--- src/rtl/ex_flag_unit_pkg.sv ---
// Shared definitions for the EX-stage flag unit: condition codes and FSM states.
package ex_flag_unit_pkg;

    // Branch condition codes carried by the instruction in ID
    localparam logic [2:0] COND_NEQ    = 3'b000;
    localparam logic [2:0] COND_EQ     = 3'b001;
    localparam logic [2:0] COND_GT     = 3'b010;
    localparam logic [2:0] COND_LT     = 3'b011;
    localparam logic [2:0] COND_GTE    = 3'b100;
    localparam logic [2:0] COND_LTE    = 3'b101;
    localparam logic [2:0] COND_OVFL   = 3'b110;
    localparam logic [2:0] COND_UNCOND = 3'b111;

    // Flag hazard tracking states
    typedef enum logic {
        ST_IDLE = 1'b0,
        ST_WAIT = 1'b1
    } state_e;

endpackage

--- src/rtl/dff.sv ---
// Single-bit storage cell with write enable and asynchronous active-high reset.
module dff (
    input  logic clk,
    input  logic rst,
    input  logic wen,
    input  logic d,
    output logic q
);

    // Capture d when enabled, clear on reset
    always_ff @(posedge clk or posedge rst) begin
        if (rst)
            q <= 1'b0;
        else if (wen)
            q <= d;
    end

endmodule

--- src/rtl/ex_flag_unit_branch_cond_eval.sv ---
// Combinational condition-code decoder: cond x {N,V,Z} -> taken.
module branch_cond_eval
    import ex_flag_unit_pkg::*;
(
    input  logic [2:0] cond,
    input  logic       flag_n,
    input  logic       flag_v,
    input  logic       flag_z,
    output logic       taken
);

    // Decode the condition against the supplied flags
    always_comb begin
        taken = 1'b0;
        unique case (cond)
            COND_NEQ:    taken = ~flag_z;
            COND_EQ:     taken = flag_z;
            COND_GT:     taken = ~flag_z & ~flag_n;
            COND_LT:     taken = flag_n;
            COND_GTE:    taken = flag_z | ~flag_n;
            COND_LTE:    taken = flag_n | flag_z;
            COND_OVFL:   taken = flag_v;
            COND_UNCOND: taken = 1'b1;
            default:     taken = 1'b0;
        endcase
    end

endmodule

--- src/rtl/ex_flag_unit.sv ---
// EX-stage flag register, branch resolution for ID, and flag RAW hazard stall.
module ex_flag_unit
    import ex_flag_unit_pkg::*;
#(
    parameter int unsigned DATA_W = 16,
    parameter int unsigned CNT_W  = 16
) (
    input  logic              clk,
    input  logic              rst,
    input  logic              ex_valid,
    input  logic              ex_stall,
    input  logic              ex_flush,
    input  logic              set_N_in,
    input  logic              set_V_in,
    input  logic              set_Z_in,
    input  logic [DATA_W-1:0] alu_result,
    input  logic              alu_ovf,
    input  logic              id_branch,
    input  logic [2:0]        id_cond,
    output logic              flag_N,
    output logic              flag_V,
    output logic              flag_Z,
    output logic              branch_taken,
    output logic              flag_hazard,
    output logic [CNT_W-1:0]  hazard_cycles
);

    logic   commit;
    logic   any_set;
    logic   cond_taken;
    state_e state;

    assign commit  = ex_valid & ~ex_stall & ~ex_flush;
    assign any_set = set_N_in | set_V_in | set_Z_in;

    dff u_flag_n (.clk(clk), .rst(rst), .wen(set_N_in & commit), .d(alu_result[DATA_W-1]), .q(flag_N));
    dff u_flag_v (.clk(clk), .rst(rst), .wen(set_V_in & commit), .d(alu_ovf),              .q(flag_V));
    dff u_flag_z (.clk(clk), .rst(rst), .wen(set_Z_in & commit), .d(alu_result == '0),     .q(flag_Z));

    // A stalled setter stays in EX, so the hazard naturally persists until it commits
    assign flag_hazard = id_branch & (id_cond != COND_UNCOND) & ex_valid & ~ex_flush & any_set;

    branch_cond_eval u_cond (
        .cond   (id_cond),
        .flag_n (flag_N),
        .flag_v (flag_V),
        .flag_z (flag_Z),
        .taken  (cond_taken)
    );

    assign branch_taken = id_branch & cond_taken;

    // Hazard tracking FSM: WAIT while the ID branch is held behind a flag setter
    always_ff @(posedge clk or posedge rst) begin
        if (rst) begin
            state <= ST_IDLE;
        end else begin
            unique case (state)
                ST_IDLE: state <= flag_hazard ? ST_WAIT : ST_IDLE;
                ST_WAIT: state <= flag_hazard ? ST_WAIT : ST_IDLE;
                default: state <= ST_IDLE;
            endcase
        end
    end

    // Saturating count of hazard stall cycles
    always_ff @(posedge clk or posedge rst) begin
        if (rst)
            hazard_cycles <= '0;
        else if (flag_hazard && (hazard_cycles != '1))
            hazard_cycles <= hazard_cycles + CNT_W'(1);
    end

endmodule

--- config.mk ---
export PLATFORM = sky130hd
export DESIGN_NAME = ex_flag_unit
export DESIGN_NICKNAME = d
export VERILOG_FILES = /design/src/rtl/ex_flag_unit_pkg.sv /design/src/rtl/dff.sv /design/src/rtl/ex_flag_unit_branch_cond_eval.sv /design/src/rtl/ex_flag_unit.sv
export SDC_FILE = /design/constraint.sdc
export NUM_CORES = 1
export LEC_CHECK = 0
export CAP_MARGIN = 15
export CORE_AREA = 2 2 43 84
export CTS_CLUSTER_DIAMETER = 60
export DETAILED_ROUTE_END_ITERATION = 8
export DIE_AREA = 0 0 45 86
export DONT_BUFFER_PORTS = 1
export GPL_ROUTABILITY_DRIVEN = 0
export REMOVE_ABC_BUFFERS = 1
export SYNTH_ARGS = -nofsm -noshare
export SYNTH_HDL_FRONTEND = slang
export SYNTH_HIERARCHICAL = 1
export SYNTH_SLANG_ARGS = --single-unit
export TNS_END_PERCENT = 100
--- constraint.sdc ---
create_clock -name clk -period 1.8 [get_ports clk]
set_input_delay 0.18 -clock clk [delete_from_list [all_inputs] [get_ports clk]]
set_output_delay 0.18 -clock clk [all_outputs]
set_load 0.1 [all_outputs]
==> results.py, run 1 <==
metrics = {
    "run_status": {
        "status": "complete, no violations",
    },
    "floorplanning": {
        "fp.dieH_um": 86,
        "io_pins": 50,
        "die_area_um2": 3870,
        "core-area_um2": 3190,
        "dieWidth_um": 45,
        "initial_core_util": 0.388,
        "core.rowCount": 29,
    },
    "worst_hold_path": {
        "hold_end": "u_flag_v/q",
        "hold_path_class": "input pin to register",
        "hp-start": "alu_ovf",
        "worstHoldPathCells": 1,
    },
    "power": {
        "total_power_w": 0.00165,
        "switchingPower_w": 0.000820,
        "internal-power_w": 0.000833,
        "p_comb_frac": 0.476,
        "powerDensity_nw_per_um2": 1070,
        "irDropWorstVdd_mv": 0.686,
        "seqPwrFrac": 0.334,
        "p_leak_nw": 0.702,
        "clock_power_share": 0.190,
        "switching_share": 0.496,
    },
    "synth": {
        "ys_seq_elements": 19,
        "syn-instance-count": 117,
        "ys_seq_area_frac": 0.384,
        "ys_async_sr_fraction": 1.00,
        "postSynthAreaPerCell_um2": 10.6,
        "synth.largest_area_cell": "dfrtp_1",
        "dominantRegCellSynth": "dfrtp_1",
        "yosysTopAreaCellShare": 0.384,
        "synthTopCellsByArea": "dfrtp_1 38%, mux2_4 4.8%, xor2_1 4.2%",
        "synthesis.area_um2": 1240,
        "synth_enable_flop_cells": 0,
        "synth.distinct_cells": 37,
        "ys_warn_count": 6,
    },
    "routing": {
        "ant_nets": 0,
        "drtIter0Drc": 20,
        "viasPerCell": 6.21,
        "drtPass1Iterations": 4,
        "via_count": 1087,
        "routed_wirelength_um": 3070,
        "drc": 0,
        "wl_per_cell_um": 17.5,
    },
    "setup_path": {
        "cp_data_arrival_time_ns": 1.55,
        "criticalPathCategory": "register to primary output",
        "regToRegStartpoint": "hazard_cycles[6]",
        "r2r_setup_slack_ns": 0.10,
        "cp.required_ns": 1.62,
        "worst_r2r_endpoint": "hazard_cycles[14]",
        "reg2reg_depth": 4,
        "path_max_fanout": 5,
        "crit_path_start": "u_flag_n/q",
        "start_kind": "register",
        "cp-end-kind": "primary output",
    },
    "global_route": {
        "first_global_vias": 1097,
        "grt_usage": 0.165,
        "grt_antenna_before_repair": 0,
        "grt_pass1_wl_um": 4890,
        "grt_max_degree": 17,
        "overflow": 0,
    },
    "place": {
        "port_buffers": 0,
        "place_area_um2": 1450,
        "hpwl_um": 2470,
    },
    "flow_run": {
        "drv_cap": 0,
    },
    "sta": {
        "max_freq_ghz": 0.579,
        "grt_setup_unrepaired": "false",
        "fin_crit_ns": 1.73,
        "finalHoldViolations": 0,
        "period_share": 0.959,
        "fin_tns_setup_ns": 0,
        "slew_violations": 0,
        "setup_viol": 0,
        "worstMarginPinSlew_ns": 0.694,
        "finClkSkew_ns": 0.00945,
        "slew_headroom": 0.536,
    },
    "cts": {
        "cts.sinks": 19,
        "htree_levels": 1,
        "cts.clk_slew.worst_paths_ns": 0.08,
        "cts_tree": "yes",
        "cts_inserted_buffers": 3,
        "clk_latency_ns": 0.26,
        "clockBufferDepth": 2,
        "root_buffer": "clkbuf_8",
    },
    "finish": {
        "fill_cells": 320,
        "nets": 175,
        "num_antenna_cells": 0,
        "drive_gt1_frac": 0.354,
        "area_delta_synth_final_pct": 24.8,
        "design_area_um2": 1550,
        "final_core_util": 0.484,
    },
}
-- flip-flops by register name, summed over array words and instances (netlist names) --
register       count
hazard_cycles     16
u_flag_n/q         1
u_flag_v/q         1
u_flag_z/q         1
-- worst max-delay path, cell delays in order (launching register included) --
cell and delay, ns:
dfrtp_2 0.45, nand2_1 0.09, mux2i_1 0.19, a21oi_1 0.05
o21a_1 0.16, and2_1 0.17, buf_12 0.17
-- logic make-up (layout without fill, tap and decap cells) --
kind of cell,after synthesis,count (layout),share of synthesized area
AOI/OAI and AO/OA,8,8,0.0434
xor gates and xnor gates,10,10,0.0707
adders and majority gates,1,1,0.0101
buffers and inverters,9,36,0.0333
DFF,19,19,0.384
muxes,11,11,0.109
and+or+nand+nor,59,59,0.350
-- metrics by stage --
stage / worst slack [ns] / instances / hold WS (ns)
final: 0.0732 / 175 / 0.0605
after global routing: 0.00729 / 175 / 0.0489
after CTS: 0.0465 / 173 / 0.0592
after detailed placement: -0.271 / 168 / -0.0891
after global placement: -0.182 / 168 / -0.0900
after floorplan: -1.19 / 115 / -0.0913
-- power by group through the flow --
stage / Combinational, W / Clock [W] / Sequential, W
finish: 0.000787 / 0.000314 / 0.000552
global route: 0.000819 / 0.000339 / 0.000564
CTS: 0.000777 / 0.000312 / 0.000553
detailed placement: 0.000773 / 0 / 0.000562
global placement: 0.000765 / 0 / 0.000558
floorplan: 0.000174 / 0 / 0.000993
-- synth_stat cells (2+ instances only) --
cell and number:
and2_1 5, nor3_1 3, nor4_1 5, buf_4 2
xor2_1 6, nand2_1 10, and4_1 2, dfrtp_1 19
and3_1 3, o21ai_0 2, nand4_1 8, nor4_2 4
inv_1 7, mux2i_1 3, xnor2_1 4, mux2_1 3
nand2b_1 2, nor4b_2 2, nor2_1 2, a21oi_1 2
nand3_1 3, nand3_2 2, mux2_4 4
-- layout make-up --
class	count	area, µm²	area share
Sequential cell	19	478	0.309
Timing Repair Buffer	25	203	0.131
Multi-Input combinational cell	89	752	0.486
Clock buffer	3	41.3	0.0267
Tap cell	31	38.8	0.0251
Clock inverter	1	7.51	0.00485
Inverter	7	26.3	0.0170
-- cells in the final DEF, fill, tap and decap left out, drive strengths merged, types with 4 or more instances in the layout --
| cell | n |
|---|---|
| nand3 | 5 |
| xor2 | 6 |
| nand2 | 10 |
| nor4 | 10 |
| and2 | 5 |
| nand4 | 9 |
| buf | 24 |
| dfrtp | 19 |
| mux2 | 8 |
| xnor2 | 4 |
| inv | 7 |
-- worst max-delay path by stage --
stage	slack, ns	end	cells past startpoint
after CTS	0.05	branch_taken	6
final	0.07	branch_taken	6
after detailed placement	-0.27	hazard_cycles[4]	4
after global routing	0.007	branch_taken	6
after floorplan	-1.19	hazard_cycles[4]	4
after global placement	-0.18	hazard_cycles[4]	4
-- per-layer routing --
layer | up-vias | part of all wire | global-route usage
li1 | 488 | - | -
met1 | 521 | 0.31 | 0.153
met2 | 65 | 0.59 | 0.325
met4 | 0 | 0.034 | 0.0775
met5 | - | 0 | 0
met3 | 13 | 0.065 | 0.0189
-- timing repair --
action	in CTS	in global routing
endpoints found under the setup margin	1	3
hold buffers	1	0
setup buffers	0	2
gates cloned	0	0
hold endpoints to repair	19	0
resized for setup	1	5
Power figures use the tool's default switching activity.
==> inputs of run 2 (changes only) <==
--- a/config.mk
+++ b/config.mk
@@ -12,6 +12,8 @@
 export DIE_AREA = 0 0 45 86
 export DONT_BUFFER_PORTS = 1
 export GPL_ROUTABILITY_DRIVEN = 0
+export GPL_TIMING_DRIVEN = 0
+export RECOVER_POWER = 50
 export REMOVE_ABC_BUFFERS = 1
 export SYNTH_ARGS = -nofsm -noshare
 export SYNTH_HDL_FRONTEND = slang
==> run 2 against run 1 <==
The run now ends with setup timing left. Die area unchanged. Clock power is 1% lower. Global-route usage up 0.30 points. Sequential power increased by 96%. Largest power group is now sequential cells.
==> results.py, run 2 (synthesized netlist as in run 1, its figures left out) <==
metrics = {
    "run_status": {
        "status": "finished, violations left",
        "violations": "setup timing",
    },
    "setup_path": {
        "reg2reg_depth": 5,
        "path_max_fanout": 5,
        "path_cells": "nand2b_1 > mux2i_1 > a21oi_1 > o21a_1 > and2_4",
        "cp.required_ns": 1.62,
        "cp_data_arrival_time_ns": 1.72,
        "path_delay_family": "flip-flops",
        "crit_path_top_delay_cell": "dfrtp_4",
        "criticalPathCategory": "register to primary output",
        "r2r_setup_slack_ns": -0.04,
        "regToRegStartpoint": "hazard_cycles[1]",
        "cp-end-kind": "primary output",
        "crit_path_start": "u_flag_z/q",
        "worst_r2r_endpoint": "hazard_cycles[2]",
        "worst-path-buf-inv": 0,
        "start_kind": "register",
        "max_stage_delay_ns": 0.64,
    },
    "sta": {
        "finClkSkew_ns": 0.00847,
        "setup_viol": 2,
        "period_share": 1.05,
        "grt_setup_unrepaired": "true",
        "max_freq_ghz": 0.527,
        "fin_ws_ns": -0.0978,
        "slew_violations": 0,
        "fin_crit_ns": 1.90,
        "slew_headroom": 0.569,
        "worstMarginPinSlew_ns": 0.645,
        "finalHoldViolations": 0,
    },
    "global_route": {
        "first_global_vias": 1123,
        "grt_usage": 0.168,
        "grt_max_degree": 17,
        "grt_antenna_before_repair": 0,
        "overflow": 0,
        "grt_pass1_wl_um": 4910,
    },
    "floorplanning": {
        "fp.dieH_um": 86,
        "die_area_um2": 3870,
        "core.rowCount": 29,
        "initial_core_util": 0.388,
        "core-area_um2": 3190,
        "io_pins": 50,
        "dieWidth_um": 45,
    },
    "finish": {
        "num_antenna_cells": 0,
        "final_core_util": 0.493,
        "fill_cells": 288,
        "nets": 161,
        "final_cell_mix": "18 x dfrtp_4, 10 x buf_4, 8 x nand4_1",
        "largest_reg_flops": 16,
        "final_common_cell": "dfrtp_4",
        "top_register": "hazard_cycles",
        "drive_gt1_frac": 0.515,
        "area_delta_synth_final_pct": 27.2,
        "fin_cells": 161,
    },
    "worst_hold_path": {
        "hp-start": "alu_ovf",
        "hold_end": "u_flag_v/q",
        "hold_path_class": "input pin to register",
        "worstHoldPathCells": 1,
    },
    "cts": {
        "clockBufferDepth": 2,
        "cts.clk_slew.worst_paths_ns": 0.08,
        "cts.sinks": 19,
        "root_buffer": "clkbuf_8",
        "htree_levels": 1,
        "clk_latency_ns": 0.26,
        "cts_inserted_buffers": 3,
        "cts_tree": "yes",
    },
    "routing": {
        "drtPass1Iterations": 4,
        "ant_nets": 0,
        "viasPerCell": 6.42,
        "drtIter0Drc": 20,
        "via_count": 1033,
        "wl_per_cell_um": 19.5,
        "routed_wirelength_um": 3140,
        "drc": 0,
    },
    "place": {
        "port_buffers": 0,
        "place_inst": 147,
        "hpwl_um": 2280,
    },
    "power": {
        "irDropWorstVdd_mv": 0.593,
        "total_power_w": 0.00169,
        "powerDensity_nw_per_um2": 1070,
        "p_leak_nw": 0.604,
    },
    "flow_run": {
        "drv_cap": 0,
    },
}
## run 2: changes by cell type in the layout (fill, tap and decap cells not counted), sizes merged
cell,previous run,this run
inv,7,6
clkinv,0,1
buf,24,10
## run 2: final cells by class
class	instances	area (µm²)	area share
Clock buffer	3	41.3	0.0262
Clock inverter	1	5.00	0.00318
Multi-Input combinational cell	89	831	0.527
Sequential cell	19	544	0.346
Inverter	7	30.0	0.0191
Timing Repair Buffer	11	85.1	0.0540
Tap cell	31	38.8	0.0246
## run 2: per-layer routing
layer / up-vias / track usage / routed length, µm
met1: 509 / 0.146 / 965
met4: 0 / 0.0963 / 102
met5: - / 0 / 0
li1: 459 / - / -
met2: 55 / 0.322 / 1860
met3: 10 / 0.0358 / 206
## run 2: where the power goes
part,internal [W],leakage [nW],switching [W]
Clock,0.000154,0.0255,0.000156
Sequential,0.000517,0.218,0.000560
Combinational,0.000164,0.360,0.000134
Total,0.000835,0.604,0.000850
## run 2: how the worst max path moves through the flow
| stage | depth (start not counted) | to | slack, ns |
|---|---|---|---|
| after global routing | 5 | branch_taken | -0.20 |
| after CTS | 5 | branch_taken | -0.1 |
| after detailed placement | 5 | hazard_cycles[1] | -0.74 |
| after global placement | 4 | hazard_cycles[4] | -1.85 |
| final | 5 | branch_taken | -0.1 |
| after floorplan | 4 | hazard_cycles[4] | -1.19 |
## run 2: stage by stage
| stage | TNS [ns] | setup WS, ns | area, µm² | hold slack (ns) |
|---|---|---|---|---|
| 2_1_floorplan | -10.13 | -1.19 | 1220 | -0.0913 |
| 3_3_place_gp | -16.68 | -1.85 | 1260 | -0.0902 |
| 3_5_place_dp | -9.39 | -0.737 | 1280 | -0.0888 |
| 4_1_cts | -0.122 | -0.0952 | 1480 | 0.0597 |
| 5_1_grt | -0.487 | -0.201 | 1580 | 0.0520 |
| 6_report | -0.134 | -0.0978 | 1580 | 0.0609 |
## run 2: what timing repair did
| action | CTS | global route |
|---|---|---|
| pin swaps | 6 | 6 |
| hold buffers | 1 | 0 |
| setup endpoints to repair | 17 | 11 |
| setup buffers | 6 | 3 |
| cloned | 0 | 0 |
| endpoints found under the hold margin | 19 | 0 |
| resized for setup | 45 | 16 |
==> inputs of run 3 (changes only) <==
--- a/config.mk
+++ b/config.mk
@@ -13,6 +13,7 @@
 export DONT_BUFFER_PORTS = 1
 export GPL_ROUTABILITY_DRIVEN = 0
 export GPL_TIMING_DRIVEN = 0
+export PLACE_DENSITY = 0.53
 export RECOVER_POWER = 50
 export REMOVE_ABC_BUFFERS = 1
 export SYNTH_ARGS = -nofsm -noshare
==> run 3 against run 2 <==
The run still ends with setup timing left. Sequential share of layout area grew 0.11 points. Highest routed layer unchanged. Via count fell by 2.5%. Global-route usage barely moved. Count of clock-buffer cells in the layout unchanged. Total power shrank 0.40%. Combinational power fell by 1%. Final area down 0.32%. Worst setup slack worse by 0.013 ns. Sequential cell count stayed put. Routed wire length shrank 2.0%. Die area unchanged.
==> results.py, run 3 (synthesized netlist as in run 1, its figures left out) <==
metrics = {
    "run_status": {
        "status": "finished, violations left",
        "violations": "setup timing",
    },
    "global_route": {
        "grt_max_degree": 17,
        "grt_antenna_before_repair": 0,
        "first_global_vias": 1134,
        "grt_usage": 0.168,
        "grt_pass1_wl_um": 4930,
        "overflow": 0,
    },
    "setup_path": {
        "cp-end-kind": "primary output",
        "path_cells": "nand2b_1 > mux2i_1 > a21oi_1 > o21a_1 > and2_4",
        "cp.required_ns": 1.62,
        "r2r_setup_slack_ns": -0.07,
        "reg2reg_depth": 5,
        "path_max_fanout": 5,
        "worst-path-buf-inv": 0,
        "path_delay_family": "flip-flops",
        "start_kind": "register",
        "criticalPathCategory": "register to primary output",
        "cp_data_arrival_time_ns": 1.73,
        "worst_r2r_endpoint": "hazard_cycles[2]",
        "crit_path_top_delay_cell": "dfrtp_4",
        "regToRegStartpoint": "hazard_cycles[1]",
        "max_stage_delay_ns": 0.64,
    },
    "finish": {
        "top_register": "hazard_cycles",
        "area_delta_synth_final_pct": 26.8,
        "design_area_um2": 1570,
        "largest_reg_flops": 16,
        "final_core_util": 0.492,
        "num_antenna_cells": 0,
        "fin_cells": 161,
        "drive_gt1_frac": 0.508,
        "fill_cells": 282,
        "final_common_cell": "dfrtp_4",
        "multi_input_area_um2": 822,
        "final_cell_mix": "18 x dfrtp_4, 9 x buf_4, 8 x nand4_1",
        "nets": 161,
        "seq_area_um2": 544,
    },
    "power": {
        "switching_share": 0.504,
        "irDropWorstVdd_mv": 0.650,
        "clock_power_share": 0.186,
        "total_power_w": 0.00168,
        "seqPwrFrac": 0.640,
        "internal-power_w": 0.000832,
        "switchingPower_w": 0.000847,
        "p_comb_frac": 0.174,
        "powerDensity_nw_per_um2": 1070,
        "p_leak_nw": 0.618,
    },
    "routing": {
        "drc": 0,
        "drtPass1Iterations": 4,
        "viasPerCell": 6.25,
        "drtIter0Drc": 15,
        "routed_wirelength_um": 3080,
        "via_count": 1007,
        "wl_per_cell_um": 19.1,
        "ant_nets": 0,
    },
    "worst_hold_path": {
        "worstHoldPathCells": 1,
        "hp-start": "alu_result[15]",
        "hold_path_class": "input pin to register",
        "hold_end": "u_flag_n/q",
    },
    "flow_run": {
        "drv_cap": 0,
    },
    "floorplanning": {
        "initial_core_util": 0.388,
        "io_pins": 50,
        "dieWidth_um": 45,
        "die_area_um2": 3870,
        "fp.dieH_um": 86,
        "core-area_um2": 3190,
        "core.rowCount": 29,
    },
    "cts": {
        "cts_inserted_buffers": 3,
        "root_buffer": "clkbuf_8",
        "htree_levels": 1,
        "clockBufferDepth": 2,
        "cts_tree": "yes",
        "clk_latency_ns": 0.27,
        "cts.clk_slew.worst_paths_ns": 0.08,
        "cts.sinks": 19,
    },
    "sta": {
        "slew_violations": 0,
        "fin_ws_ns": -0.111,
        "max_freq_ghz": 0.523,
        "finClkSkew_ns": 0.00811,
        "fin_crit_ns": 1.91,
        "period_share": 1.06,
        "setup_viol": 6,
        "whs_ns": 0.0546,
        "slew_headroom": 0.580,
        "finalHoldViolations": 0,
        "worstMarginPinSlew_ns": 0.629,
        "grt_setup_unrepaired": "true",
    },
    "place": {
        "port_buffers": 0,
        "place_area_um2": 1280,
        "hpwl_um": 2260,
        "place_inst": 147,
    },
}
-- run 3: worst register-to-register path: stages, from the launching register on --
cell and delay (ns):
dfrtp_4 0.65, ha_4 0.21, nand4_1 0.19, or4_4 0.51, nand3_2 0.12, xnor2_2 0.13
-- run 3: cell type report --
class / instances / share of cell area
clock buffers: 3 / 0.0263
clock inverters: 1 / 0.00319
inverters: 7 / 0.0191
multi-input cells: 89 / 0.524
flip-flops and latches: 19 / 0.347
well taps: 31 / 0.0247
repair buffers: 11 / 0.0566
-- run 3: how the worst max path moves through the flow --
stage,from,to,slack (ns),cells past startpoint
floorplan,set_V_in,hazard_cycles[4],-1.19,4
global placement,set_V_in,hazard_cycles[4],-1.81,4
detailed placement,hazard_cycles[1],hazard_cycles[1],-0.80,5
CTS,u_flag_z/q,branch_taken,-0.14,5
global route,u_flag_z/q,branch_taken,-0.20,5
finish,u_flag_z/q,branch_taken,-0.11,5
-- run 3: through the flow --
| step | worst slack, ns | setup TNS [ns] |
|---|---|---|
| after floorplan | -1.19 | -10.13 |
| after global placement | -1.81 | -16.90 |
| after detailed placement | -0.803 | -9.78 |
| after CTS | -0.140 | -0.256 |
| after global routing | -0.197 | -0.645 |
| final | -0.111 | -0.294 |
-- run 3: layer usage --
metal | global-route usage | vias to the layer above | part of all wire
met5 | 0 | - | 0
met4 | 0.107 | 0 | 0.031
met2 | 0.301 | 53 | 0.57
li1 | - | 460 | -
met3 | 0.0358 | 9 | 0.072
met1 | 0.160 | 485 | 0.33
-- run 3: power groups by stage --
stage                     clock [W]  combinational, W  sequential [W]
after floorplan                   0          0.000174        0.000993
after global placement            0          0.000196         0.00102
after detailed placement          0          0.000208         0.00102
after CTS                  0.000316          0.000250         0.00107
after global routing       0.000331          0.000318         0.00109
final                      0.000313          0.000293         0.00107
-- run 3: repair_timing --
| action | CTS | global route |
|---|---|---|
| pin swaps | 3 | 10 |
| endpoints found under the setup margin | 17 | 9 |
| endpoints found under the hold margin | 19 | 0 |
| resized for setup | 50 | 10 |
| setup buffers | 5 | 4 |
| gates cloned | 0 | 0 |
| hold buffers | 1 | 0 |
